**config.mk**
```make
export PLATFORM = sky130hd
export DESIGN_NAME = obstacle_scheduler_flat
export DESIGN_NICKNAME = d
export VERILOG_FILES = /design/src/rtl/game_pkg.sv /design/src/rtl/obstacle_scheduler_if.sv /design/src/rtl/lfsr16.sv /design/src/rtl/obstacle_scheduler.sv /design/src/flat_wrapper.sv
export SDC_FILE = /design/constraint.sdc
export NUM_CORES = 1
export LEC_CHECK = 0
export BUFFER_PORTS_ARGS = -buffer_cell sky130_fd_sc_hd__buf_2
export CAP_MARGIN = 20
export CORE_ASPECT_RATIO = 1.4
export CORE_MARGIN = 10
export CORE_UTILIZATION = 40
export CTS_CLUSTER_SIZE = 16
export DETAILED_ROUTE_END_ITERATION = 16
export GPL_TIMING_DRIVEN = 0
export PLACE_DENSITY_LB_ADDON = 0.12
export SLEW_MARGIN = 20
export SYNTH_ARGS = -nofsm -noshare
export SYNTH_HDL_FRONTEND = slang
export SYNTH_SLANG_ARGS = --single-unit
```
**constraint.sdc**
```tcl
create_clock -name clk_pix -period 9.3 [get_ports clk_pix]
set_input_delay 1.395 -clock clk_pix [delete_from_list [all_inputs] [get_ports clk_pix]]
set_output_delay 1.395 -clock clk_pix [all_outputs]
set_load 0.02 [all_outputs]
```
**src/rtl/game_pkg.sv**
```systemverilog
// Shared screen geometry, scheduler state encoding and small combinational helpers
// used by the obstacle scheduler and its LFSR.
package game_pkg;

    localparam int SCREEN_CORDW = 16;
    localparam int H_RES        = 640;
    localparam int V_RES        = 480;

    localparam logic [15:0] LFSR16_MASK = 16'hB400;

    typedef logic [SCREEN_CORDW-1:0] coord_t;

    typedef enum logic [1:0] {
        IDLE,
        UPDATE,
        SPAWN
    } sched_state_t;

    // Index of the lowest zero bit; 16 when every bit is set.
    function automatic logic [4:0] lowest_clear16(input logic [15:0] v);
        logic [4:0] pos;
        pos = 5'd16;
        for (int i = 15; i >= 0; i--) begin
            if (!v[i]) pos = 5'(i);
        end
        return pos;
    endfunction

    function automatic logic [4:0] popcount16(input logic [15:0] v);
        logic [4:0] n;
        n = 5'd0;
        for (int i = 0; i < 16; i++) begin
            n = n + 5'(v[i]);
        end
        return n;
    endfunction

endpackage

```
**src/rtl/obstacle_scheduler_if.sv**
```systemverilog
// Frame/enable/clear controls into the scheduler and the per-slot sprite
// position and enable bus out of it.
interface obstacle_scheduler_if #(
    parameter int NUM_OBS = 10,
    parameter int CORDW   = 16
);
    logic                              frame;
    logic                              en;
    logic                              clear;
    logic [NUM_OBS-1:0][CORDW-1:0]     obs_x;
    logic [NUM_OBS-1:0][CORDW-1:0]     obs_y;
    logic [NUM_OBS-1:0]                obs_active;
    logic [4:0]                        active_count;
    logic                              busy;

    modport master (
        output frame, en, clear,
        input  obs_x, obs_y, obs_active, active_count, busy
    );

    modport slave (
        input  frame, en, clear,
        output obs_x, obs_y, obs_active, active_count, busy
    );
endinterface

```
**src/rtl/lfsr16.sv**
```systemverilog
// 16-bit right-shifting Galois LFSR, advances one step per cycle that step is high.
// Latency: new value visible the cycle after step; no backpressure.
module lfsr16 #(
    parameter logic [15:0] SEED = 16'hACE1
) (
    input  logic        clk_pix,
    input  logic        reset_n,
    input  logic        step,
    output logic [15:0] value
);
    import game_pkg::*;

    if (SEED == 16'h0000) begin : g_bad_seed
        $error("lfsr16: an all-zero seed locks the LFSR");
    end

    always_ff @(posedge clk_pix or negedge reset_n) begin
        if (!reset_n) begin
            value <= SEED;
        end else if (step) begin
            value <= {1'b0, value[15:1]} ^ (value[0] ? LFSR16_MASK : 16'h0000);
        end
    end

endmodule

```
**src/rtl/obstacle_scheduler.sv**
```systemverilog
// Obstacle pool: per enabled frame walks one slot/cycle (NUM_OBS cycles) then one SPAWN cycle.
// Latency: walk done NUM_OBS+1 cycles after frame; no backpressure, frames while busy are ignored.
module obstacle_scheduler #(
    parameter int          NUM_OBS      = 10,
    parameter int          SCREEN_CORDW = game_pkg::SCREEN_CORDW,
    parameter int          H_RES        = game_pkg::H_RES,
    parameter int          V_RES        = game_pkg::V_RES,
    parameter int          OBS_SIZE     = 40,
    parameter int          SPAWN_FRAMES = 30,
    parameter int          SPEED_Y      = 3,
    parameter logic [15:0] LFSR_SEED    = 16'hACE1
) (
    input  logic                 clk_pix,
    input  logic                 reset_n,
    obstacle_scheduler_if.slave  bus
);
    import game_pkg::*;

    localparam int IW   = (NUM_OBS > 1) ? $clog2(NUM_OBS) : 1;
    localparam int XW   = $clog2(H_RES);
    localparam int XMAX = H_RES - OBS_SIZE;
    localparam int SCW  = $clog2(SPAWN_FRAMES) + 1;
    localparam int YW   = SCREEN_CORDW + 1;

    // A single conditional subtract only folds the LFSR field into range if it spans < 2 windows.
    if ((1 << XW) >= 2 * XMAX) begin : g_bad_xrange
        $error("obstacle_scheduler: 2**clog2(H_RES) must be below 2*(H_RES-OBS_SIZE)");
    end
    if (NUM_OBS < 1 || NUM_OBS > 16) begin : g_bad_num_obs
        $error("obstacle_scheduler: NUM_OBS must be 1..16");
    end
    if (SPAWN_FRAMES < 1) begin : g_bad_spawn
        $error("obstacle_scheduler: SPAWN_FRAMES must be at least 1");
    end

    sched_state_t                          state;
    logic [IW-1:0]                         idx;
    logic [SCW-1:0]                        spawn_cnt;
    logic [NUM_OBS-1:0][SCREEN_CORDW-1:0]  x_q;
    logic [NUM_OBS-1:0][SCREEN_CORDW-1:0]  y_q;
    logic [NUM_OBS-1:0]                    act_q;
    logic [4:0]                            count_q;
    logic                                  busy_q;
    logic [15:0]                           lfsr_val;

    logic [YW-1:0]       y_next;
    logic                retire;
    logic [15:0]         act16;
    logic [15:0]         after16;
    logic [4:0]          free_pos;
    logic                has_free;
    logic [IW-1:0]       slot;
    logic                spawn_due;
    logic                do_load;
    logic [NUM_OBS-1:0]  act_after;
    logic [XW-1:0]       xr_raw;
    logic [XW-1:0]       xr;
    logic                spare_unused;

    assign y_next = {1'b0, y_q[idx]} + YW'(SPEED_Y);
    assign retire = (y_next >= YW'(V_RES));

    // Slots beyond NUM_OBS read as occupied so the encoder never picks them.
    always_comb begin
        act16                = '1;
        act16[NUM_OBS-1:0]   = act_q;
    end

    assign free_pos  = lowest_clear16(act16);
    assign has_free  = ~free_pos[4];
    assign slot      = free_pos[IW-1:0];
    assign spawn_due = (spawn_cnt == SCW'(SPAWN_FRAMES - 1));
    assign do_load   = (state == SPAWN) && spawn_due && has_free && !bus.clear;

    always_comb begin
        act_after = act_q;
        if (spawn_due && has_free) act_after[slot] = 1'b1;
    end

    always_comb begin
        after16              = '0;
        after16[NUM_OBS-1:0] = act_after;
    end

    assign xr_raw = lfsr_val[XW-1:0];
    assign xr     = (xr_raw >= XW'(XMAX)) ? (xr_raw - XW'(XMAX)) : xr_raw;

    assign spare_unused = &{1'b0, free_pos, lfsr_val};

    lfsr16 #(
        .SEED (LFSR_SEED)
    ) u_lfsr (
        .clk_pix (clk_pix),
        .reset_n (reset_n),
        .step    (do_load),
        .value   (lfsr_val)
    );

    always_ff @(posedge clk_pix or negedge reset_n) begin
        if (!reset_n) begin
            state     <= IDLE;
            idx       <= '0;
            spawn_cnt <= '0;
            x_q       <= '0;
            y_q       <= '0;
            act_q     <= '0;
            count_q   <= '0;
            busy_q    <= 1'b0;
        end else if (bus.clear) begin
            // Collision: empty the pool but keep x and the LFSR so the next pattern differs.
            state     <= IDLE;
            idx       <= '0;
            spawn_cnt <= '0;
            y_q       <= '0;
            act_q     <= '0;
            count_q   <= '0;
            busy_q    <= 1'b0;
        end else begin
            case (state)
                IDLE: begin
                    if (bus.frame && bus.en) begin
                        state  <= UPDATE;
                        idx    <= '0;
                        busy_q <= 1'b1;
                    end
                end
                UPDATE: begin
                    if (act_q[idx]) begin
                        if (retire) begin
                            act_q[idx] <= 1'b0;
                            y_q[idx]   <= '0;
                        end else begin
                            y_q[idx]   <= y_next[SCREEN_CORDW-1:0];
                        end
                    end
                    if (idx == IW'(NUM_OBS - 1)) begin
                        state <= SPAWN;
                    end else begin
                        idx <= idx + 1'b1;
                    end
                end
                SPAWN: begin
                    if (spawn_due) begin
                        spawn_cnt <= '0;
                        if (has_free) begin
                            act_q[slot] <= 1'b1;
                            y_q[slot]   <= '0;
                            x_q[slot]   <= SCREEN_CORDW'(xr);
                        end
                    end else begin
                        spawn_cnt <= spawn_cnt + 1'b1;
                    end
                    count_q <= popcount16(after16);
                    state   <= IDLE;
                    busy_q  <= 1'b0;
                end
                default: begin
                    state  <= IDLE;
                    busy_q <= 1'b0;
                end
            endcase
        end
    end

    assign bus.obs_x        = x_q;
    assign bus.obs_y        = y_q;
    assign bus.obs_active   = act_q;
    assign bus.active_count = count_q;
    assign bus.busy         = busy_q;

endmodule

```
**src/flat_wrapper.sv**
```systemverilog
// flat-port wrapper written by rule: the top's interface ports become plain ports
module obstacle_scheduler_flat import game_pkg::*;
#(
    parameter int          NUM_OBS      = 10,
    parameter int          SCREEN_CORDW = game_pkg::SCREEN_CORDW,
    parameter int          H_RES        = game_pkg::H_RES,
    parameter int          V_RES        = game_pkg::V_RES,
    parameter int          OBS_SIZE     = 40,
    parameter int          SPAWN_FRAMES = 30,
    parameter int          SPEED_Y      = 3,
    parameter logic [15:0] LFSR_SEED    = 16'hACE1
)
  (clk_pix, reset_n, bus_frame, bus_en, bus_clear, bus_obs_x, bus_obs_y, bus_obs_active, bus_active_count, bus_busy);
  obstacle_scheduler_if #(.NUM_OBS(NUM_OBS)) bus_i ();
  input  logic clk_pix;
  input  logic reset_n;
  input wire logic [$bits(bus_i.frame)-1:0] bus_frame;
  input wire logic [$bits(bus_i.en)-1:0] bus_en;
  input wire logic [$bits(bus_i.clear)-1:0] bus_clear;
  output wire logic [$bits(bus_i.obs_x)-1:0] bus_obs_x;
  output wire logic [$bits(bus_i.obs_y)-1:0] bus_obs_y;
  output wire logic [$bits(bus_i.obs_active)-1:0] bus_obs_active;
  output wire logic [$bits(bus_i.active_count)-1:0] bus_active_count;
  output wire logic [$bits(bus_i.busy)-1:0] bus_busy;
  assign bus_i.frame = bus_frame;
  assign bus_i.en = bus_en;
  assign bus_i.clear = bus_clear;
  assign bus_obs_x = bus_i.obs_x;
  assign bus_obs_y = bus_i.obs_y;
  assign bus_obs_active = bus_i.obs_active;
  assign bus_active_count = bus_i.active_count;
  assign bus_busy = bus_i.busy;
  obstacle_scheduler #(.NUM_OBS(NUM_OBS), .SCREEN_CORDW(SCREEN_CORDW), .H_RES(H_RES), .V_RES(V_RES), .OBS_SIZE(OBS_SIZE), .SPAWN_FRAMES(SPAWN_FRAMES), .SPEED_Y(SPEED_Y), .LFSR_SEED(LFSR_SEED)) u_core (.clk_pix(clk_pix), .reset_n(reset_n), .bus(bus_i));
endmodule
```
==> load_flow_metrics.sql, run 1 <==
INSERT INTO impl_metrics (metric_group, metric, value, unit) VALUES
('sta', 'slew_headroom', '29.6', '%'),
('clock_network', 'cts-buffers-inserted', '30', ''),
('worst_hold_path', 'worst_hold_path.num_cells', '2', ''),
('pwr', 'sequentialPowerShare', '46.8', '%'),
('synthesis', 'number_of_synthesized_flops_with_an_enable_pin', '0', ''),
('floorplanning', 'die_height', '244', 'µm'),
('synthesis', 'synth_flop_cell', 'sky130_fd_sc_hd__dfrtp_1', ''),
('pwr', 'p_switching', '723', 'µW'),
('pwr', 'pwr-share-clk', '44.8', '%'),
('sta', 'period_minus_slack', '5450', 'ps'),
('floorplanning', 'initial_utilization', '40.3', '%'),
('clock_network', 'clk_latency', '570', 'ps'),
('cells_and_area', 'final_cell_mix', 'sky130_fd_sc_hd__dfrtp_1, sky130_fd_sc_hd__buf_2, sky130_fd_sc_hd__nand2_1', ''),
('setup_path', 'timing.critical_path.fanout_max', '10', ''),
('pwr', 'cell_internal_power', '2.12', 'mW'),
('synthesis', 'yosys_warnings', '0', ''),
('placed_design', 'post_dp_cell_area', '0.0167', 'mm²'),
('synthesis', 'synthDistinctLibCells', '62', ''),
('sta', 'worst_clock_skew', '8.89', 'ps'),
('sta', 'worst-slew-pin-transition', '1060', 'ps'),
('routing', 'drt_first_pass_iters', '6', ''),
('clock_network', 'clock_tree.buffer_depth', '3', ''),
('setup_path', 'critPathArrivalTime', '5900', 'ps'),
('cells_and_area', 'fin_area', '0.0177', 'mm²'),
('sta', 'final_hold_viol_count', '0', ''),
('placed_design', 'dp_hpwl', '40.1', 'mm'),
('sta', 'max_freq', '0.184', 'GHz'),
('floorplanning', 'floorplan_die_width', '180', 'µm'),
('routing', 'drt.antenna.violating_nets', '0', ''),
('routing', 'avgViaCountPerCell', '5.45', ''),
('setup_path', 'worstPathRequired', '9750', 'ps'),
('floorplanning', 'design.portCount', '341', ''),
('clock_network', 'postCtsSetupRepairBufs', '0', ''),
('clock_network', 'ctsHtreeMaxLevel', '1', ''),
('clock_network', 'clock_tree_from_tritoncts', 'done', ''),
('cells_and_area', 'final_common_cell', 'sky130_fd_sc_hd__dfrtp_1', ''),
('clock_network', 'post_cts_hold_buffer_count', '0', ''),
('synthesis', 'avgSynthCellArea', '11.1', 'µm²'),
('cells_and_area', 'num_antenna_cells', '0', ''),
('placed_design', 'portBuffers', '278', ''),
('cells_and_area', 'area_growth_syn_to_fin', '23.4', '%'),
('run', 'maxCapViolations', '0', ''),
('routing', 'dr_total_vias', '11700', ''),
('clock_network', 'clock_tree.root_cell', 'sky130_fd_sc_hd__clkbuf_16', ''),
('routing', 'finalWirelength', '52.4', 'mm'),
('outcome', 'outcome', 'complete, no violations', ''),
('clock_network', 'clock_sinks', '303', ''),
('global_route', 'globalRouteOverflowTotal', '0', ''),
('placed_design', 'gp_routability_congestion', '0.943', ''),
('cells_and_area', 'final_layout_size_suffix_gt1_share', '32.0', '%'),
('sta', 'min_period_over_period', '58.6', '%'),
('routing', 'drt_iter0_drc', '933', ''),
('sta', 'final-setup-viol-count', '0', ''),
('synthesis', 'number_of_synthesized_register_bits', '303', ''),
('setup_path', 'critPathLaunchType', 'flip-flop', ''),
('floorplanning', 'fp-row-count', '82', ''),
('pwr', 'combinationalPowerShare', '8.4', '%'),
('floorplanning', 'coreArea', '0.0356', 'mm²'),
('clock_network', 'post_cts_resize_count', '0', ''),
('floorplanning', 'floorplan.die_area', '0.0439', 'mm²'),
('routing', 'detail_route.wl_per_cell', '24.4', 'µm'),
('synthesis', 'ys_async_sr_fraction', '100', '%'),
('synthesis', 'netlist_area', '0.0143', 'mm²'),
('global_route', 'antenna_found_initial', '1', ''),
('pwr', 'sw_frac_of_total', '25.4', '%'),
('worst_hold_path', 'hp-class', 'flip-flop to flip-flop', ''),
('global_route', 'grt_first_pass_wirelength', '78.6', 'mm'),
('global_route', 'total_global_routing_track_utilization', '22.9', '%'),
('sta', 'fin_setup_tns', '0', 'ps'),
('setup_path', 'crit_path_end_kind', 'flip-flop', ''),
('global_route', 'vias_in_the_first_global_route', '12200', ''),
('pwr', 'power-per-cell-area', '161', 'mW/mm²'),
('routing', 'detail_route.drc_violations', '0', ''),
('cells_and_area', 'layout.nets', '1686', ''),
('setup_path', 'worst-r2r-cell-count', '15', ''),
('sta', 'final_max_slew_viol_count', '0', ''),
('global_route', 'grt_start_max_net_pins', '96', ''),
('sta', 'rsz0062_at_grt', 'false', ''),
('pwr', 'pleak', '9.11', 'nW'),
('synthesis', 'synthesis.instances', '1287', ''),
('pwr', 'power.ir.vdd_worst', '0.132', 'mV'),
('clock_network', 'clkTransAtPathRegs', '70', 'ps'),
('synthesis', 'synth-seq-area-share', '52.9', '%'),
('setup_path', 'critical_path_class', 'flip-flop to flip-flop', '');
-- worst max-delay path, stage by stage (launching register included) --
cell,delay [ps]
sky130_fd_sc_hd__dfrtp_1,560
sky130_fd_sc_hd__buf_6,260
sky130_fd_sc_hd__buf_6,240
sky130_fd_sc_hd__buf_6,250
sky130_fd_sc_hd__mux2i_1,170
sky130_fd_sc_hd__o21ai_1,530
sky130_fd_sc_hd__clkbuf_1,500
sky130_fd_sc_hd__inv_1,100
sky130_fd_sc_hd__ha_1,280
sky130_fd_sc_hd__a221o_1,350
sky130_fd_sc_hd__or4_1,430
sky130_fd_sc_hd__a2111o_1,430
sky130_fd_sc_hd__a22oi_2,240
sky130_fd_sc_hd__nand3_2,180
sky130_fd_sc_hd__clkbuf_1,350
sky130_fd_sc_hd__o41ai_1,430
-- kinds of logic (layout without fill, tap and decap cells) --
| logic type | after synthesis | in the layout | share of synthesized area, % |
|---|---|---|---|
| and+or+nand+nor | 407 | 407 | 13.4 |
| DFF | 303 | 303 | 52.9 |
| AOI/OAI and AO/OA | 262 | 262 | 13.5 |
| buffers and inverters | 164 | 502 | 6.33 |
| muxes | 113 | 113 | 10.7 |
| adders and majority gates | 19 | 19 | 1.97 |
| xor gates and xnor gates | 18 | 18 | 1.10 |
| other | 1 | 61 | 0.0261 |
-- per-stage QoR --
step	util [%]	cells	hold WS (ps)	total power [mW]	setup slack (ps)
after detailed placement	46.8	2092	456	1.59	3910
after global routing	49.7	2147	484	2.94	3590
after floorplan	-	1347	439	1.49	4770
after global placement	46.4	2087	447	1.59	960
after CTS	49.7	2147	467	2.87	3870
final	49.7	2147	461	2.85	3850
-- metal layers --
layer  vias to the layer above  track usage (%)  wire length (µm)
li1                       5253                -                 -
met1                      5848             24.7             18800
met2                       485             41.3             27300
met3                       116             5.69              3810
met4                         2             11.1              2470
met5                         -                0                13
-- final timing paths --
check                           slack [ps]                       to                     from
worst max-delay path                  3850     u_core.bus.obs_y[48]            u_core.idx[0]
worst min-delay path                   460  u_core.u_lfsr.value[15]  u_core.u_lfsr.value[15]
worst max register to register        3850     u_core.bus.obs_y[48]            u_core.idx[0]
min in group asynchronous              690      u_core.bus.obs_y[3]                  reset_n
max in group asynchronous             7370  u_core.u_lfsr.value[10]                  reset_n
worst min register to register         460  u_core.u_lfsr.value[15]  u_core.u_lfsr.value[15]
-- Yosys cell counts, types with 12 or more instances --
cell type | number | area share (%)
sky130_fd_sc_hd__mux2_2 | 72 | 5.7
sky130_fd_sc_hd__a21oi_1 | 39 | 1.4
sky130_fd_sc_hd__clkbuf_1 | 49 | 1.3
sky130_fd_sc_hd__buf_4 | 65 | 3.4
sky130_fd_sc_hd__nor2_1 | 49 | 1.3
sky130_fd_sc_hd__a22o_1 | 27 | 1.6
sky130_fd_sc_hd__mux4_2 | 25 | 3.9
sky130_fd_sc_hd__o41ai_1 | 49 | 3.0
sky130_fd_sc_hd__inv_1 | 26 | 0.68
sky130_fd_sc_hd__nand2_1 | 191 | 5.0
sky130_fd_sc_hd__nor3_1 | 36 | 1.3
sky130_fd_sc_hd__mux2i_1 | 16 | 1.1
sky130_fd_sc_hd__dfrtp_1 | 295 | 51
sky130_fd_sc_hd__ha_1 | 13 | 1.1
sky130_fd_sc_hd__xnor2_1 | 12 | 0.73
sky130_fd_sc_hd__o21ai_0 | 61 | 2.1
sky130_fd_sc_hd__buf_2 | 15 | 0.52
sky130_fd_sc_hd__and2_1 | 80 | 3.5
-- registers in the layout, indices dropped and copies added, names as in the netlist --
name	count
u_core.idx	4
u_core.bus.busy	1
u_core.bus.active_count	4
u_core.bus.obs_y	160
u_core.bus.obs_active	10
u_core.bus.obs_x	100
u_core.spawn_cnt	6
u_core.state	2
u_core.u_lfsr.value	16
-- final cells by class --
| cell class | count | area [µm²] |
|---|---|---|
| fillers | 3398 | 17900 |
| flip-flops and latches | 303 | 7590 |
| multi-input cells | 880 | 6100 |
| repair buffers | 283 | 1500 |
| clock buffers | 43 | 881 |
| plain buffers | 138 | 811 |
| well taps | 462 | 578 |
| clock inverters | 12 | 140 |
| inverters | 26 | 97.6 |
-- power by group through the flow --
stage / combinational (mW) / sequential [mW] / clock (mW)
after floorplan: 0.125 / 1.36 / 0
final: 0.239 / 1.33 / 1.28
after global placement: 0.228 / 1.36 / 0
after global routing: 0.254 / 1.33 / 1.35
after CTS: 0.237 / 1.33 / 1.30
after detailed placement: 0.237 / 1.36 / 0
(Power assumes the default switching activity.)
==> run 2: changes to the inputs <==
--- a/config.mk
+++ b/config.mk
@@ -5,6 +5,7 @@
 export SDC_FILE = /design/constraint.sdc
 export NUM_CORES = 1
 export LEC_CHECK = 0
+export ABC_AREA = 1
 export BUFFER_PORTS_ARGS = -buffer_cell sky130_fd_sc_hd__buf_2
 export CAP_MARGIN = 20
 export CORE_ASPECT_RATIO = 1.4
==> constraint.sdc (replaced) <==
create_clock -name clk_pix -period 4.6 [get_ports clk_pix]
set_input_delay 0.69 -clock clk_pix [delete_from_list [all_inputs] [get_ports clk_pix]]
set_output_delay 0.69 -clock clk_pix [all_outputs]
set_load 0.02 [all_outputs]
==> load_flow_metrics.sql, run 2 <==
INSERT INTO impl_metrics (metric_group, metric, value, unit) VALUES
('cells_and_area', 'num_antenna_cells', '0', ''),
('worst_hold_path', 'hp-class', 'primary input to asynchronous set/reset pin', ''),
('setup_path', 'worst-r2r-cell-count', '19', ''),
('routing', 'detail_route.drc_violations', '0', ''),
('sta', 'worst_clock_skew', '22.5', 'ps'),
('floorplanning', 'floorplan_die_width', '203', 'µm'),
('sta', 'slew_headroom', '20.2', '%'),
('floorplanning', 'fp-row-count', '94', ''),
('sta', 'hold-worst-slack', '87.5', 'ps'),
('placed_design', 'detailedPlace.worstSlack', '-634', 'ps'),
('setup_path', 'cp_delay_by_family_top', 'adder cells', ''),
('synthesis', 'ys_async_sr_fraction', '100', '%'),
('synthesis', 'synth_xor_xnor_area_share', '0.511', '%'),
('pwr', 'power-per-cell-area', '536', 'mW/mm²'),
('clock_network', 'cts-buffers-inserted', '34', ''),
('synthesis', 'yosysMostFrequentCell', 'sky130_fd_sc_hd__nand2_1', ''),
('global_route', 'grt_first_pass_wirelength', '123', 'mm'),
('cells_and_area', 'fin_area', '0.0227', 'mm²'),
('routing', 'drt_iter0_drc', '1565', ''),
('setup_path', 'rr_endpoint', 'u_core.bus.active_count[1]', ''),
('setup_path', 'cp_num_buf_inv', '4', ''),
('floorplanning', 'die_height', '277', 'µm'),
('clock_network', 'clock_tree.root_cell', 'sky130_fd_sc_hd__clkbuf_16', ''),
('setup_path', 'crit_top_cell', 'sky130_fd_sc_hd__fa_1', ''),
('clock_network', 'clk_latency', '550', 'ps'),
('sta', 'max_freq', '0.224', 'GHz'),
('sta', 'final_max_slew_viol_count', '0', ''),
('setup_path', 'cp_slowest_stage_delay', '540', 'ps'),
('cells_and_area', 'final_common_cell', 'sky130_fd_sc_hd__nand2_1', ''),
('synthesis', 'synth-seq-area-share', '40.3', '%'),
('synthesis', 'netlist_area', '0.0188', 'mm²'),
('synthesis', 'synth_flop_cell', 'sky130_fd_sc_hd__dfrtp_1', ''),
('floorplanning', 'design.portCount', '341', ''),
('routing', 'detail_route.wl_per_cell', '21.9', 'µm'),
('cells_and_area', 'utilization_of_the_core_after_routing', '48.5', '%'),
('setup_path', 'worstPathRequired', '5010', 'ps'),
('synthesis', 'synth-simple-area-share', '40.5', '%'),
('synthesis', 'synth_top_cells_by_count', 'sky130_fd_sc_hd__nand2_1, sky130_fd_sc_hd__dfrtp_1, sky130_fd_sc_hd__nand3_1', ''),
('routing', 'drt.antenna.violating_nets', '0', ''),
('sta', 'final_hold_viol_count', '0', ''),
('sta', 'min_period_over_period', '97.0', '%'),
('run', 'maxCapViolations', '0', ''),
('cells_and_area', 'final_layout_size_suffix_gt1_share', '18.8', '%'),
('setup_path', 'critical_path_class', 'flip-flop to flip-flop', ''),
('synthesis', 'number_of_synthesized_register_bits', '303', ''),
('setup_path', 'critPathLaunchType', 'flip-flop', ''),
('clock_network', 'clock_tree.buffer_depth', '3', ''),
('sta', 'rsz0062_at_grt', 'false', ''),
('synthesis', 'synthesis.instances', '2716', ''),
('synthesis', 'synth_top_family_by_area', 'simple AND/OR/NAND/NOR gates', ''),
('synthesis', 'synth_largest_area_cell', 'sky130_fd_sc_hd__dfrtp_1', ''),
('floorplanning', 'floorplan.die_area', '0.0563', 'mm²'),
('setup_path', 'crit_path_end_kind', 'flip-flop', ''),
('synthesis', 'synth_compound_gate_area_share', '6.74', '%'),
('setup_path', 'timing.critical_path.fanout_max', '2', ''),
('sta', 'fin_setup_tns', '0', 'ps'),
('routing', 'drt_first_pass_iters', '5', ''),
('sta', 'period_minus_slack', '4460', 'ps'),
('sta', 'worst_slack', '138', 'ps'),
('synthesis', 'yosysTopAreaCellShare', '39.2', '%'),
('synthesis', 'synthTopCellsByArea', 'sky130_fd_sc_hd__dfrtp_1, sky130_fd_sc_hd__nand2_1, sky130_fd_sc_hd__nand3_1', ''),
('cells_and_area', 'largest_reg_flops', '160', ''),
('routing', 'dr_total_vias', '20100', ''),
('sta', 'worst-slew-pin-transition', '1200', 'ps'),
('pwr', 'p_total', '12.2', 'mW'),
('setup_path', 'reg2reg_slack', '140', 'ps'),
('floorplanning', 'coreArea', '0.0468', 'mm²'),
('global_route', 'total_global_routing_track_utilization', '28.5', '%'),
('pwr', 'power.ir.vdd_worst', '0.284', 'mV'),
('setup_path', 'standard_cell_with_the_maximum_stage_delay_on_the_critical_path', 'sky130_fd_sc_hd__fa_2', ''),
('synthesis', 'avgSynthCellArea', '6.94', 'µm²'),
('clock_network', 'clock_tree_from_tritoncts', 'done', ''),
('outcome', 'outcome', 'complete, no violations', ''),
('clock_network', 'clkTransAtPathRegs', '70', 'ps'),
('synthesis', 'synthDistinctLibCells', '44', ''),
('routing', 'finalWirelength', '82.3', 'mm'),
('placed_design', 'place_inst', '3681', ''),
('global_route', 'grt_start_max_net_pins', '94', ''),
('global_route', 'vias_in_the_first_global_route', '19800', ''),
('placed_design', 'gp_routability_congestion', '1.04', ''),
('sta', 'final-setup-viol-count', '0', ''),
('cells_and_area', 'finalNonFillerCells', '3755', ''),
('floorplanning', 'initial_utilization', '40.3', '%'),
('clock_network', 'clock_sinks', '303', ''),
('synthesis', 'number_of_synthesized_flops_with_an_enable_pin', '0', ''),
('cells_and_area', 'final_cell_mix', 'sky130_fd_sc_hd__nand2_1, sky130_fd_sc_hd__buf_2, sky130_fd_sc_hd__dfrtp_1', ''),
('routing', 'avgViaCountPerCell', '5.36', ''),
('setup_path', 'path_cells', 'inv_2, o21ai_2, a21oi_1, o21ai_1, nand2_1, a21oi_2, inv_2, nor2_4, nand2_4, clkbuf_16, o21ai_4, ha_4, fa_1, inv_1, fa_1, fa_1, fa_2, fa_2, o21ai_1', ''),
('clock_network', 'ctsHtreeMaxLevel', '2', ''),
('cells_and_area', 'layout.nets', '3133', ''),
('cells_and_area', 'area_growth_syn_to_fin', '20.5', '%'),
('placed_design', 'post_dp_cell_area', '0.0214', 'mm²'),
('synthesis', 'post_synth_mux_area_share', '0', '%'),
('placed_design', 'dp_hpwl', '63.8', 'mm'),
('synthesis', 'synthAdderAreaFrac', '1.50', '%'),
('synthesis', 'yosys_warnings', '0', ''),
('setup_path', 'critPathArrivalTime', '4870', 'ps'),
('global_route', 'globalRouteOverflowTotal', '0', ''),
('global_route', 'antenna_found_initial', '0', ''),
('pwr', 'pleak', '12.6', 'nW'),
('setup_path', 'worstReg2RegStart', 'u_core.bus.obs_active[8]', ''),
('placed_design', 'portBuffers', '278', '');
## run 2: cell count changes after synthesis, moves of 74 or more
cell and change:
sky130_fd_sc_hd__o21ai_0 +87, sky130_fd_sc_hd__nand4_1 +135, sky130_fd_sc_hd__nor2_1 +74, sky130_fd_sc_hd__nand2_1 +963, sky130_fd_sc_hd__nand3_1 +211, sky130_fd_sc_hd__inv_1 +158, sky130_fd_sc_hd__and2_1 -80
## run 2: logic make-up (layout without fill, tap and decap cells)
| kind of cell | after synthesis | after routing |
|---|---|---|
| compound gates | 247 | 247 |
| xor+xnor | 11 | 11 |
| fa+ha+maj | 19 | 19 |
| buf+inv | 411 | 766 |
| flops | 303 | 303 |
| other cells | 1 | 61 |
| simple gates | 1724 | 1724 |
## run 2: worst max-delay path by stage
stage | slack (ps) | endpoint | cells after the start | startpoint
CTS | 6 | u_core.bus.active_count[1] | 19 | u_core.bus.obs_active[8]
finish | 140 | u_core.bus.active_count[1] | 19 | u_core.bus.obs_active[8]
floorplan | 7 | u_core.bus.active_count[2] | 20 | u_core.bus.obs_active[8]
global route | 6 | u_core.bus.active_count[1] | 19 | u_core.bus.obs_active[8]
detailed placement | -630 | u_core.bus.active_count[2] | 20 | u_core.bus.obs_active[8]
global placement | -3700 | u_core.bus.obs_active[3] | 1 | reset_n
## run 2: report_power, final
group	internal, mW	switching (mW)	total (mW)	leakage, nW
Clock	1.57	1.20	2.77	0.530
Combinational	1.64	4.31	5.95	8.02
Sequential	2.99	0.468	3.45	4.00
## run 2: what timing repair did
action / in CTS / in global routing
resized for setup: 32 / 5
endpoints found under the setup margin: 4 / 2
hold buffers: 0 / 0
pin swaps: 15 / 9
cloned: 0 / 0
setup buffers: 15 / 1
## run 2: layer usage
layer  routed length [µm]  part of all wire (%)  vias up  global-route usage, %
met4                 5800                   7.0        0                   18.5
met1                30200                    37     9503                   31.5
met3                 6430                   7.8      242                   6.16
met2                39900                    48      965                   48.3
li1                     -                     -     9414                      -
met5                    0                     0        -                      0
## run 2: area by class of cell
| class | instances | area (µm²) |
|---|---|---|
| plain buffers | 204 | 1200 |
| clock buffers | 44 | 940 |
| clock inverters | 14 | 146 |
| fillers | 4888 | 24100 |
| inverters | 207 | 779 |
| multi-input cells | 2062 | 9650 |
| flip-flops and latches | 303 | 7600 |
| well taps | 624 | 781 |
| repair buffers | 297 | 1600 |
